File: config.mk
export PLATFORM = sky130hd
export DESIGN_NAME = display_3bits_counter_ctrl
export DESIGN_NICKNAME = d
export VERILOG_FILES = /design/src/rtl/display_3bits_counter_ctrl.sv
export SDC_FILE = /design/constraint.sdc
export NUM_CORES = 1
export LEC_CHECK = 0
export BUFFER_PORTS_ARGS = -buffer_cell sky130_fd_sc_hd__buf_2
export CAP_MARGIN = 20
export CORE_MARGIN = 5
export CORE_UTILIZATION = 34
export CTS_CLUSTER_DIAMETER = 40
export CTS_CLUSTER_SIZE = 28
export DETAILED_ROUTE_END_ITERATION = 16
export SKIP_CTS_REPAIR_TIMING = 1
export SLEW_MARGIN = 25
export SYNTH_ARGS = -nofsm -noshare
export SYNTH_HDL_FRONTEND = slang
export SYNTH_SLANG_ARGS = --single-unit
File: constraint.sdc
create_clock -name input_clock1_1 -period 2 [get_ports input_clock1_1]
set_input_delay 0.3 -clock input_clock1_1 [delete_from_list [all_inputs] [get_ports input_clock1_1]]
set_output_delay 0.3 -clock input_clock1_1 [all_outputs]
set_load 0.01 [all_outputs]
File: src/rtl/display_3bits_counter_ctrl.sv
// Run/pause/clear controller for a 3-bit up/down counter feeding a 7-segment digit.
// Two debounced buttons drive a prescaled counting FSM; segments decode the count.
module display_3bits_counter_ctrl #(
    parameter int unsigned PRESCALE = 4,
    parameter int unsigned DEBOUNCE = 3,
    parameter bit          WRAP     = 1'b1
) (
    input  logic       input_clock1_1,
    input  logic       input_reset1_2,
    input  logic       input_btn_run_3,
    input  logic       input_btn_clear_4,
    input  logic       input_dir_5,
    output logic [2:0] output_count_6,
    output logic [1:0] output_state_7,
    output logic       output_tc_8,
    output logic [6:0] output_seg_9,
    output logic       output_dp_10
);

    localparam int unsigned PW = (PRESCALE > 1) ? $clog2(PRESCALE) : 1;
    localparam int unsigned DW = $clog2(DEBOUNCE + 1);
    localparam int unsigned NB = 2;

    typedef enum logic [1:0] {
        ST_IDLE  = 2'b00,
        ST_RUN   = 2'b01,
        ST_PAUSE = 2'b10,
        ST_DONE  = 2'b11
    } state_t;

    // button index 0 = run, 1 = clear
    logic [NB-1:0] btn_raw;
    logic [NB-1:0] btn_level;
    logic [NB-1:0] btn_press;
    logic [DW-1:0] btn_cnt [NB];

    state_t        state_q;
    state_t        state_nxt;
    logic [2:0]    count_q;
    logic [2:0]    count_nxt;
    logic [PW-1:0] presc_q;
    logic [PW-1:0] presc_nxt;
    logic          tc_q;
    logic          tc_nxt;
    logic          at_end;

    assign btn_raw = {input_btn_clear_4, input_btn_run_3};

    // Level flips only after DEBOUNCE consecutive disagreeing samples; press marks 0->1 flips.
    always_ff @(posedge input_clock1_1) begin
        if (input_reset1_2) begin
            btn_level <= '0;
            btn_press <= '0;
            for (int i = 0; i < NB; i++) begin
                btn_cnt[i] <= '0;
            end
        end else begin
            for (int i = 0; i < NB; i++) begin
                btn_press[i] <= 1'b0;
                if (btn_raw[i] != btn_level[i]) begin
                    if (btn_cnt[i] == DW'(DEBOUNCE - 1)) begin
                        btn_level[i] <= btn_raw[i];
                        btn_press[i] <= btn_raw[i];
                        btn_cnt[i]   <= '0;
                    end else begin
                        btn_cnt[i] <= btn_cnt[i] + DW'(1);
                    end
                end else begin
                    btn_cnt[i] <= '0;
                end
            end
        end
    end

    // State register together with the datapath registers it sequences.
    always_ff @(posedge input_clock1_1) begin
        if (input_reset1_2) begin
            state_q <= ST_IDLE;
            count_q <= '0;
            presc_q <= '0;
            tc_q    <= 1'b0;
        end else begin
            state_q <= state_nxt;
            count_q <= count_nxt;
            presc_q <= presc_nxt;
            tc_q    <= tc_nxt;
        end
    end

    assign at_end = input_dir_5 ? (count_q == 3'd7) : (count_q == 3'd0);

    always_comb begin
        state_nxt = state_q;
        count_nxt = count_q;
        presc_nxt = presc_q;
        tc_nxt    = 1'b0;
        if (btn_press[1]) begin
            state_nxt = ST_IDLE;
            count_nxt = '0;
            presc_nxt = '0;
        end else begin
            unique case (state_q)
                ST_IDLE: begin
                    if (btn_press[0]) begin
                        state_nxt = ST_RUN;
                        presc_nxt = '0;
                    end
                end
                ST_RUN: begin
                    if (presc_q == PW'(PRESCALE - 1)) begin
                        presc_nxt = '0;
                        tc_nxt    = at_end;
                        if (at_end && !WRAP) begin
                            state_nxt = ST_DONE;
                        end else begin
                            count_nxt = input_dir_5 ? (count_q + 3'd1) : (count_q - 3'd1);
                        end
                    end else begin
                        presc_nxt = presc_q + PW'(1);
                    end
                    // a pause coinciding with a step still takes the step
                    if (btn_press[0] && state_nxt == ST_RUN) begin
                        state_nxt = ST_PAUSE;
                    end
                end
                ST_PAUSE: begin
                    if (btn_press[0]) begin
                        state_nxt = ST_RUN;
                    end
                end
                ST_DONE: begin
                    state_nxt = ST_DONE;
                end
            endcase
        end
    end

    // Output decode: segments {g,f,e,d,c,b,a} and RUN indicator.
    always_comb begin
        output_seg_9 = 7'b0111111;
        output_dp_10 = (state_q == ST_RUN);
        unique case (count_q)
            3'd0: output_seg_9 = 7'b0111111;
            3'd1: output_seg_9 = 7'b0000110;
            3'd2: output_seg_9 = 7'b1011011;
            3'd3: output_seg_9 = 7'b1001111;
            3'd4: output_seg_9 = 7'b1100110;
            3'd5: output_seg_9 = 7'b1101101;
            3'd6: output_seg_9 = 7'b1111101;
            3'd7: output_seg_9 = 7'b0000111;
        endcase
    end

    assign output_count_6 = count_q;
    assign output_state_7 = state_q;
    assign output_tc_8    = tc_q;

endmodule

# Yosys cells after proc, flatten, opt, wreduce, memory -nomap -nowiden
# Memories as Yosys holds them, arrays and structs flattened. A register that Yosys moved wholly into a read port is not among the register bits.
# Index checks and enable logic that the tools add are counted.
classes:
  n_addsub: 5
  eq_ne: 12
  n_mux: 40
  bitwise: 12
  reduce_logical: 14
op_table:
  columns: ["op", "n"]
  rows:
  - ["$mux W1", 25]
  - ["$mux W2", 10]
  - ["$eq A2 B2 Y1 const B", 5]
  - ["$reduce_and A2 Y1", 5]
  - ["$mux W3", 3]
  - ["$add A2 B1 Y2 const B", 3]
  - ["$not A1 Y1", 6]
  - ["$or A1 B1 Y1", 6]
  - ["$pmux W2 S3", 1]
  - ["$reduce_or A3 Y1", 2]
  - ["$ne A2 B1 Y1 const B", 2]
  - ["$pmux W2 S2", 1]
  - ["$reduce_or A2 Y1", 2]
  - ["$reduce_or A4 Y1", 1]
  - ["$add A3 B1 Y3 const B", 1]
  - ["$eq A3 B3 Y1 const B", 1]
  - ["$logic_not A3 Y1", 1]
  - ["$sub A3 B1 Y3 const B", 1]
  - ["$eq A2 B1 Y1 const B", 1]
  - ["$logic_not A2 Y1", 1]
  - ["$ne A1 B1 Y1", 2]
  - ["$ne A2 B2 Y1 const B", 1]
  - ["$reduce_bool A2 Y1", 1]
  - ["$logic_and A1 B1 Y1", 1]
word_totals:
  ff_bits: 12
  ramBits: 4
  romBits: 56
  in_bits: 5
  word_cells: 93
  memories: 2
memory_table:
  columns: ["name", "depth", "width", "read_ports", "rd_clocked_by_memory_dff", "wr", "line", "rtl"]
  rows:
  - ["(name not given)", 8, 7, 1, 1, 0, "142", "unique case (count_q)"]
  - ["btn_cnt", 2, 2, 2, 0, 2, "35", "logic [DW-1:0] btn_cnt [NB];"]

# Logic depth before layout (Yosys ltp)
# Gate-level depths: netlist of run 1.
logic_depth:
  word_depth: 8
  mapped_depth: 8
  ltp_nobuf: 8

# Worst setup path after synthesis of run 1
# No wires, ideal clock.
synth_path:
  path_kind: "input -> register"
  startpoint: "in output_count_6[0]"
  endpoint: "reg, netlist name output_seg_9[6]"
  setup_ps: 73
  t_arrival_ps: 2161
  required_time_ps: 1927
  slack_ps: -234
  stages: 9
  path_buffers: 0
  path_cell_list: "dfxtp_1 > inv_1 > fa_1 > nor2_1 > o21ai_1 > inv_1 > ha_1 > or3_2 > mux2i_1"
synth_between:
  elab_chain_len: 4
  elab_cells_between_ends: 5
synth_lines:
  columns: ["item", "line", "rtl"]
  rows:
  - ["start, declared", "13", "output logic [2:0] output_count_6,"]
  - ["$sub A3 B1 Y3 or $add A3 B1 Y3 (tied branches)", "116", "count_nxt = input_dir_5 ? (count_q + 3'd1) : (count_q - 3'd1);"]
  - ["$mux W3", "116", null]
  - ["$mux W3 (no source line) (*) (2 in a row)", null, null]
# Every way passes the cells marked *; elsewhere a longest branch is shown, timed or not.
# A chain may end at the register's enable or synchronous reset.

# Worst setup path in the final report of run 1
layout_path:
  startpoint: "in output_count_6[0]"
  endpoint: "reg, netlist name output_seg_9[6]"
layout_between:
  elab_chain_len: 4
  elab_cells_between_ends: 5
layout_lines:
  columns: ["item", "line"]
  rows:
  - ["$sub A3 B1 Y3 or $add A3 B1 Y3 (tied branches)", "116"]
  - ["$mux W3", "116"]
  - ["$mux W3 (no source line) (*) (2 in a row)", null]
# Marked as above.

==> run summary, run 1 <==
Run status = finished, final reports clean
Clock buffer depth = 2
Largest net degree at the start of global routing = 14
Switching portion of total power = 23.8%
Post-synthesis cell count = 98
Cell area power density = 605 nW/um^2
RePlAce Congestion = 0.787
Netlist Area Pre-Place = 1030 um^2
# DRC = 0
Die height = 65 um
Clk sinks = 23
CP Data Required Time = 2.25 ns
CTS tree = built
Max-slew violations = 0
Antenna Nets Post-Route = 0
Leak = 0.564 nW
First-pass GRT wire length = 3420 um
Met1 usage = 12.1%
Final hold violations = 0
Fin util = 42.4%
Total Routed Length = 1910 um
Sequential power share = 63.8%
GR Layer Usage met3 = 3.12%
Final worst-path cycle share = 97.1%
Post-synth cell types = 31
Int Power = 0.581 mW
Crit-path max FO = 4
Syn Area/Cell = 10.5 um^2
Core Area = 2980 um^2
Vias = 771
DR WL/cell = 11.8 um
Nets = 144
Setup-failing EPs final = 0
Placed wire-length estimate = 1490 um
Busiest grt layer = met2
I/O pin cnt = 19
PortBufs = 18
CP startpoint kind = flip-flop
Layout cells sized above 1 = 34.1%
# rows = 20
Most common cell after layout, fill and taps aside = buf_2
Vias in the first global route = 824
Initial Util = 34.5%
Antenna violations before repair = 0
Worst IR drop on VDD = 264 uV
Chip width = 65 um
Max_cap viols = 0
Worst Path Arrival = 2.20 ns
Starting DRC count in detailed routing = 39
Final hold slack = 0.247 ns
Die area = 4230 um^2
Comb pwr share = 7.2%
Clock power share = 29.1%
CTS buffer count = 3
Htree depth = 1
Synth Register Bits = 23
Commonest cells after routing, fill and taps aside = buf_2 (18), dfxtp_1 (17), nor2_1 (12)
Seq/Total Area, Yosys = 48.7%
GRT Overall Usage = 10.4%
GRT overflow = 0
Ant diodes = 0
Hold crit path type = in2reg
Clock Skews = 0.00333 ns
Worst setup EP type = flip-flop
Drt pass-1 iters = 2
Layout area overhead = 22.7%
Grt met2 use = 17.1%
Switch Pwr = 0.182 mW
Skew-Pair Late Insertion Delay = 0.31 ns
Vias/cell = 4.76
Yosys warns = 0
Fmax achieved = 0.515 GHz
Crit path kind = reg2reg
Final min period = 1.94 ns
Root buf cell = clkbuf_4
Worst-path clk slew = 0.13 ns
[power by group through the flow]
stage	clock (mW)	combinational [mW]	sequential (mW)
after detailed placement	0	0.0541	0.497
after global placement	0	0.0526	0.497
final	0.222	0.0546	0.487
after global routing	0.255	0.0619	0.489
after floorplan	0	0.0358	0.496
after CTS	0.231	0.0547	0.487
[path summary, 6_finish.rpt]
check | startpoint | end | slack [ns] | cells after the start
setup / recovery | output_count_6[0]$_SDFFE_PP0P_ | output_seg_9[6]$_DFF_P_ | 0.06 | 8
hold / removal | input_btn_clear_4 | btn_press[1]$_SDFF_PN0_ | 0.25 | 3
setup reg to reg | output_count_6[0]$_SDFFE_PP0P_ | output_seg_9[6]$_DFF_P_ | 0.06 | 8
hold reg to reg | btn_level[1]$_SDFFE_PP0P_ | btn_press[1]$_SDFF_PN0_ | 0.49 | 1
[final cells by class]
class	instances	area, um^2
inverter	7	28.8
tap	33	41.3
multi-input combinational	70	517
timing repair buffer	25	143
clock buffer	3	22.5
sequential	23	505
clock inverter	1	5.00
fill	297	1720
[stage by stage]
step | std cells | worst slack [ns] | setup TNS [ns] | cell area (um^2) | total power [mW]
floorplan | 101 | 0.0721 | 0 | 1060 | 0.532
global placement | 157 | 0.0918 | 0 | 1220 | 0.549
detailed placement | 157 | 0.0391 | 0 | 1220 | 0.552
CTS | 161 | 0.0625 | 0 | 1250 | 0.773
global route | 162 | -0.00413 | -0.00509 | 1260 | 0.806
finish | 162 | 0.0582 | 0 | 1260 | 0.763
[critical path, stage by stage, from the launching register on]
cell and delay [ns]:
dfxtp_4 0.39, inv_4 0.05, fa_1 0.54, nor2_2 0.05, o21ai_2 0.13, inv_1 0.08
ha_1 0.20, or3_4 0.33, mux2i_1 0.13
[logic make-up (layout without fill, tap and decap cells)]
logic type | count (synthesis) | in the layout | share of synthesized area, %
flip-flops | 23 | 23 | 48.7
other | 1 | 4 | 0.365
AO/OA/AOI/OAI | 13 | 13 | 7.66
adder cells (fa/ha/maj) | 9 | 9 | 11.7
XOR/XNOR | 5 | 5 | 4.26
AND/OR/NAND/NOR | 33 | 33 | 17.8
buffers and inverters | 8 | 36 | 3.65
multiplexers | 6 | 6 | 5.96
[per-layer routing]
layer  up-vias  part of all wire (%)  wire, um
met5         -                     0         0
met2        12                    46       887
li1        400                     -         -
met4         0                   1.9        36
met1       355                    48       921
met3         4                   3.6        69
[state kept, by name, indices dropped and copies added, names as in the netlist]
| signal | flops |
|---|---|
| output_state_7 | 2 |
| btn_level | 2 |
| output_seg_9 | 7 |
| output_count_6 | 3 |
| presc_q | 2 |
| btn_press | 2 |
| output_tc_8 | 1 |
| btn_cnt | 4 |
[synth_stat cells]
library cell | n | area share [%]
dfxtp_1 | 19 | 37
nor2_1 | 14 | 5.1
ha_1 | 8 | 9.7
inv_1 | 7 | 2.6
a21oi_1 | 5 | 2.4
mux2i_1 | 5 | 4.9
xnor2_1 | 5 | 4.3
edfxtp_1 | 4 | 12
nand2_1 | 4 | 1.5
a211oi_1 | 2 | 1.5
nand3_1 | 2 | 0.97
o21ai_0 | 2 | 0.97
o21ai_1 | 2 | 0.97
or3_2 | 2 | 1.5
a31oi_1 | 1 | 0.61
and4bb_2 | 1 | 1.2
buf_6 | 1 | 1.1
conb_1 | 1 | 0.36
fa_1 | 1 | 1.9
mux2_2 | 1 | 1.1
nand2_4 | 1 | 1.1
nand2b_1 | 1 | 0.61
nand3b_2 | 1 | 1.1
nand4_1 | 1 | 0.61
nor2b_1 | 1 | 0.61
nor3_1 | 1 | 0.49
o211ai_2 | 1 | 1.2
or2_1 | 1 | 0.61
or3_1 | 1 | 0.61
or4_1 | 1 | 0.73
or4_4 | 1 | 1.1
(Power assumes the default switching activity.)
==> inputs of run 2 (changes only) <==
- MAX_ROUTING_LAYER: default -> met4
- clock period: 2 -> 1.9 ns (I/O delays scaled with it)
==> run summary, run 2 (synthesized netlist as in run 1, its figures left out) <==
Commonest cells after routing, fill and taps aside = buf_2 (18), dfxtp_1 (17), nor2_1 (13)
Antenna Nets Post-Route = 0
Total Routed Length = 1890 um
Layout cells sized above 1 = 36.4%
Chip width = 65 um
CTS tree = built
# rows = 20
Final hold slack = 0.229 ns
# fillers = 300
Layout area overhead = 25.5%
Non-filler instance count after layout = 165
Placed wire-length estimate = 1480 um
Drt pass-1 iters = 4
Bufs and invs on worst path = 2
Die area = 4230 um^2
Placed Area = 1250 um^2
Root buf cell = clkbuf_4
Max_cap viols = 0
Htree depth = 1
Clock buffer depth = 2
Die height = 65 um
# DRC = 0
GRT Overall Usage = 10.4%
Worst r2r src = output_count_6[0]$_SDFFE_PP0P_
Run status = finished with violations
Worst IR drop on VDD = 197 uV
PortBufs = 18
Final min period = 1.92 ns
Clock Skews = 0.00608 ns
Setup-failing EPs final = 1
CP Data Required Time = 2.14 ns
Clk sinks = 23
Crit. path cell count = 8
Dpl cells = 160
Crit path launch = output_count_6[0]$_SDFFE_PP0P_
Fin util = 43.4%
Critical Path, Cell by Cell = inv_4 -> fa_1 -> nor2_1 -> o21ai_2 -> inv_2 -> ha_2 -> or3_4 -> mux2i_1
Final Cell Area = 1290 um^2
Vias = 769
Core Area = 2980 um^2
GRT overflow = 0
Crit path capture = output_seg_9[6]$_DFF_P_
Skew-Pair Late Insertion Delay = 0.31 ns
Crit path kind = reg2reg
First-pass GRT wire length = 3310 um
Antenna violations before repair = 0
Leak = 0.577 nW
Crit Reg-Reg Endpoint = output_seg_9[6]$_DFF_P_
Delay of the slowest cell on the worst path = 0.50 ns
Fmax achieved = 0.522 GHz
Worst-path clk slew = 0.12 ns
Final worst-path cycle share = 101%
Most common cell after layout, fill and taps aside = buf_2
Ant diodes = 0
I/O pin cnt = 19
Crit-path max FO = 4
Violated checks = negative setup slack
RSZ-0062 raised after global routing = true
Dpl ws = -0.0509 ns
DR WL/cell = 11.4 um
Reg2reg setup slack = -0.02 ns
Vias/cell = 4.66
Worst Path Arrival = 2.16 ns
Largest net degree at the start of global routing = 13
Crit path max-delay family = adder cells
Starting DRC count in detailed routing = 24
Nets = 147
Final hold violations = 0
Worst reg-to-reg path cell count = 8
Hold crit path type = in2reg
RePlAce Congestion = 0.766
Worst setup EP type = flip-flop
Slowest stage cell on the critical path = fa_1
Max reg flops = 7
Vias in the first global route = 770
Setup WS post-layout = -0.0161 ns
Cell area power density = 615 nW/um^2
Max-slew violations = 0
CTS buffer count = 3
Initial Util = 34.5%
CP startpoint kind = flip-flop
==> run 2: cell types whose count changed in the layout (fill, tap and decap cells not counted) <==
cell and delta:
xnor2_2 +1, nor2_1 +1, inv_2 +1, inv_1 -1
ha_2 +1, clkbuf_1 +1, buf_4 +3, clkinv_2 -1
nor2_2 -1, ha_1 -1, xnor2_1 -1
==> run 2: metal layers <==
layer / GRT usage (%) / routed length [um]
met4: 4.75 / 40
met5: - / 0
met2: 15.7 / 844
met3: 2.95 / 117
met1: 12.9 / 882
==> run 2: metrics by stage <==
| step | power [mW] | TNS [ns] |
|---|---|---|
| after detailed placement | 0.581 | -0.0972 |
| final | 0.794 | -0.0161 |
| after global placement | 0.579 | -0.00517 |
| after global routing | 0.838 | -0.274 |
| after CTS | 0.811 | -0.0630 |
| after floorplan | 0.560 | -0.0193 |
==> run 2: final cells by class <==
class	instances	area (um^2)	area share (%)
Multi-Input combinational cell	70	524	40.6
Clock buffer	4	26.3	2.03
Sequential cell	23	505	39.1
Timing Repair Buffer	28	165	12.8
Tap cell	33	41.3	3.20
Inverter	7	28.8	2.23
==> run 2: worst min path at each step <==
stage                     cells past startpoint  slack, ns                      start                        end
after floorplan                               1       0.35             input_reset1_2  btn_level[1]$_SDFFE_PP0P_
after global placement                        1       0.45  btn_level[1]$_SDFFE_PP0P_    btn_press[1]$_SDFF_PN0_
after detailed placement                      1       0.46  btn_level[1]$_SDFFE_PP0P_    btn_press[1]$_SDFF_PN0_
after CTS                                     3       0.21          input_btn_clear_4    btn_press[1]$_SDFF_PN0_
after global routing                          3       0.24          input_btn_clear_4    btn_press[1]$_SDFF_PN0_
final                                         3       0.23          input_btn_clear_4    btn_press[1]$_SDFF_PN0_
==> run 2: power breakdown <==
group | switching, mW | internal [mW] | leakage (nW)
clock network | 0.142 | 0.0819 | 0.0150
registers | 0.00650 | 0.506 | 0.196
logic | 0.0302 | 0.0279 | 0.366
total | 0.178 | 0.616 | 0.577
==> run 2: worst min-delay path, stage by stage <==
cell and delay, ns:
buf_2 0.11, nand2_1 0.07, nor3_1 0.05
==> inputs of run 3 (changes only) <==
- SETUP_SLACK_MARGIN: default -> 0.15
==> run summary, run 3 (synthesized netlist as in run 1, its figures left out) <==
RSZ-0062 raised after global routing = true
Reg area = 505 um^2
Starting DRC count in detailed routing = 24
Worst-path clk slew = 0.12 ns
Worst Path Arrival = 2.16 ns
Total Routed Length = 1930 um
Multi-input logic area = 533 um^2
Crit path kind = reg2reg
Die area = 4230 um^2
Dpl ws = -0.0509 ns
Fin util = 44.2%
CTS tree = built
Final worst-path cycle share = 101%
Run status = finished with violations
Chip width = 65 um
Worst IR drop on VDD = 198 uV
Vias in the first global route = 770
Max reg flops = 7
Clock Skews = 0.00388 ns
Htree depth = 1
PortBufs = 18
CP Data Required Time = 2.15 ns
Crit-path max FO = 4
# DRC = 0
Die height = 65 um
Drt pass-1 iters = 4
# rows = 20
Max_cap viols = 0
Clk sinks = 23
GRT overflow = 0
Setup-failing EPs final = 1
Core Area = 2980 um^2
First-pass GRT wire length = 3310 um
Initial Util = 34.5%
Ant diodes = 0
CTS buffer count = 3
Cell area power density = 608 nW/um^2
RePlAce Congestion = 0.766
Final min period = 1.92 ns
Final hold violations = 0
Layout cells sized above 1 = 39.6%
GRT Overall Usage = 10.4%
Leak = 0.578 nW
# fillers = 296
Worst setup EP type = flip-flop
Violated checks = negative setup slack
Vias/cell = 4.65
Largest net degree at the start of global routing = 13
Antenna violations before repair = 0
DR WL/cell = 11.6 um
I/O pin cnt = 19
Fmax achieved = 0.522 GHz
Root buf cell = clkbuf_4
Commonest cells after routing, fill and taps aside = buf_2 (18), dfxtp_1 (17), nor2_1 (12), buf_4 (12), ha_1 (6)
Nets = 149
Final Cell Area = 1320 um^2
Skew-Pair Late Insertion Delay = 0.31 ns
Total Power = 0.799 mW
Most common cell after layout, fill and taps aside = buf_2
Vias = 777
Antenna Nets Post-Route = 0
Clock buffer depth = 2
Placed wire-length estimate = 1480 um
Setup WS post-layout = -0.0156 ns
Hold crit path type = in2reg
Max-slew violations = 0
Placed Area = 1250 um^2
CP startpoint kind = flip-flop
Layout area overhead = 27.9%
[run 3: cell types whose count changed in the layout (fill, tap and decap cells not counted)]
cell	delta
buf_4	+2
ha_1	-1
ha_2	+1
mux2i_1	-1
mux2i_2	+1
nor2_1	-1
nor2_2	+1
[run 3: area by class of cell]
class                      count  share of cell area, %
clock buffer                   4                   2.00
inverter                       7                   2.19
multi-input combinational     70                   40.5
sequential                    23                   38.4
tap                           33                   3.14
timing repair buffer          30                   13.7
[run 3: metrics by stage]
step            TNS, ns  hold slack [ns]  instances
3_5_place_dp    -0.0972            0.465        160
2_1_floorplan   -0.0193            0.354        101
6_report        -0.0156            0.227        167
3_3_place_gp   -0.00517            0.452        160
4_1_cts         -0.0630            0.213        164
5_1_grt          -0.273            0.235        167
[run 3: final timing paths]
| path | start | slack, ns | cells past startpoint | endpoint |
|---|---|---|---|---|
| hold / removal | input_btn_clear_4 | 0.23 | 3 | btn_press[1]$_SDFF_PN0_ |
| setup / recovery | output_count_6[0]$_SDFFE_PP0P_ | -0.02 | 8 | output_seg_9[6]$_DFF_P_ |
| hold reg to reg | btn_level[1]$_SDFFE_PP0P_ | 0.48 | 1 | btn_press[1]$_SDFF_PN0_ |
| setup reg to reg | output_count_6[0]$_SDFFE_PP0P_ | -0.02 | 8 | output_seg_9[6]$_DFF_P_ |
[run 3: where the power goes]
part           switching [mW]  internal [mW]  leakage, nW
registers             0.00652          0.506        0.196
logic                  0.0308         0.0294        0.367
clock network           0.144         0.0820       0.0150
[run 3: per-layer routing]
layer	vias up	part of all wire [%]	track usage, %
met5	-	0	-
met4	0	1.5	4.75
met3	4	6.3	2.95
met2	17	45	15.7
met1	355	47	12.9
li1	401	-	-
[run 3: critical path, stage by stage, from the launching register on]
cell	delay (ns)
dfxtp_4	0.39
inv_4	0.04
fa_1	0.50
nor2_1	0.06
o21ai_2	0.17
inv_2	0.06
ha_2	0.17
or3_4	0.33
mux2i_1	0.13
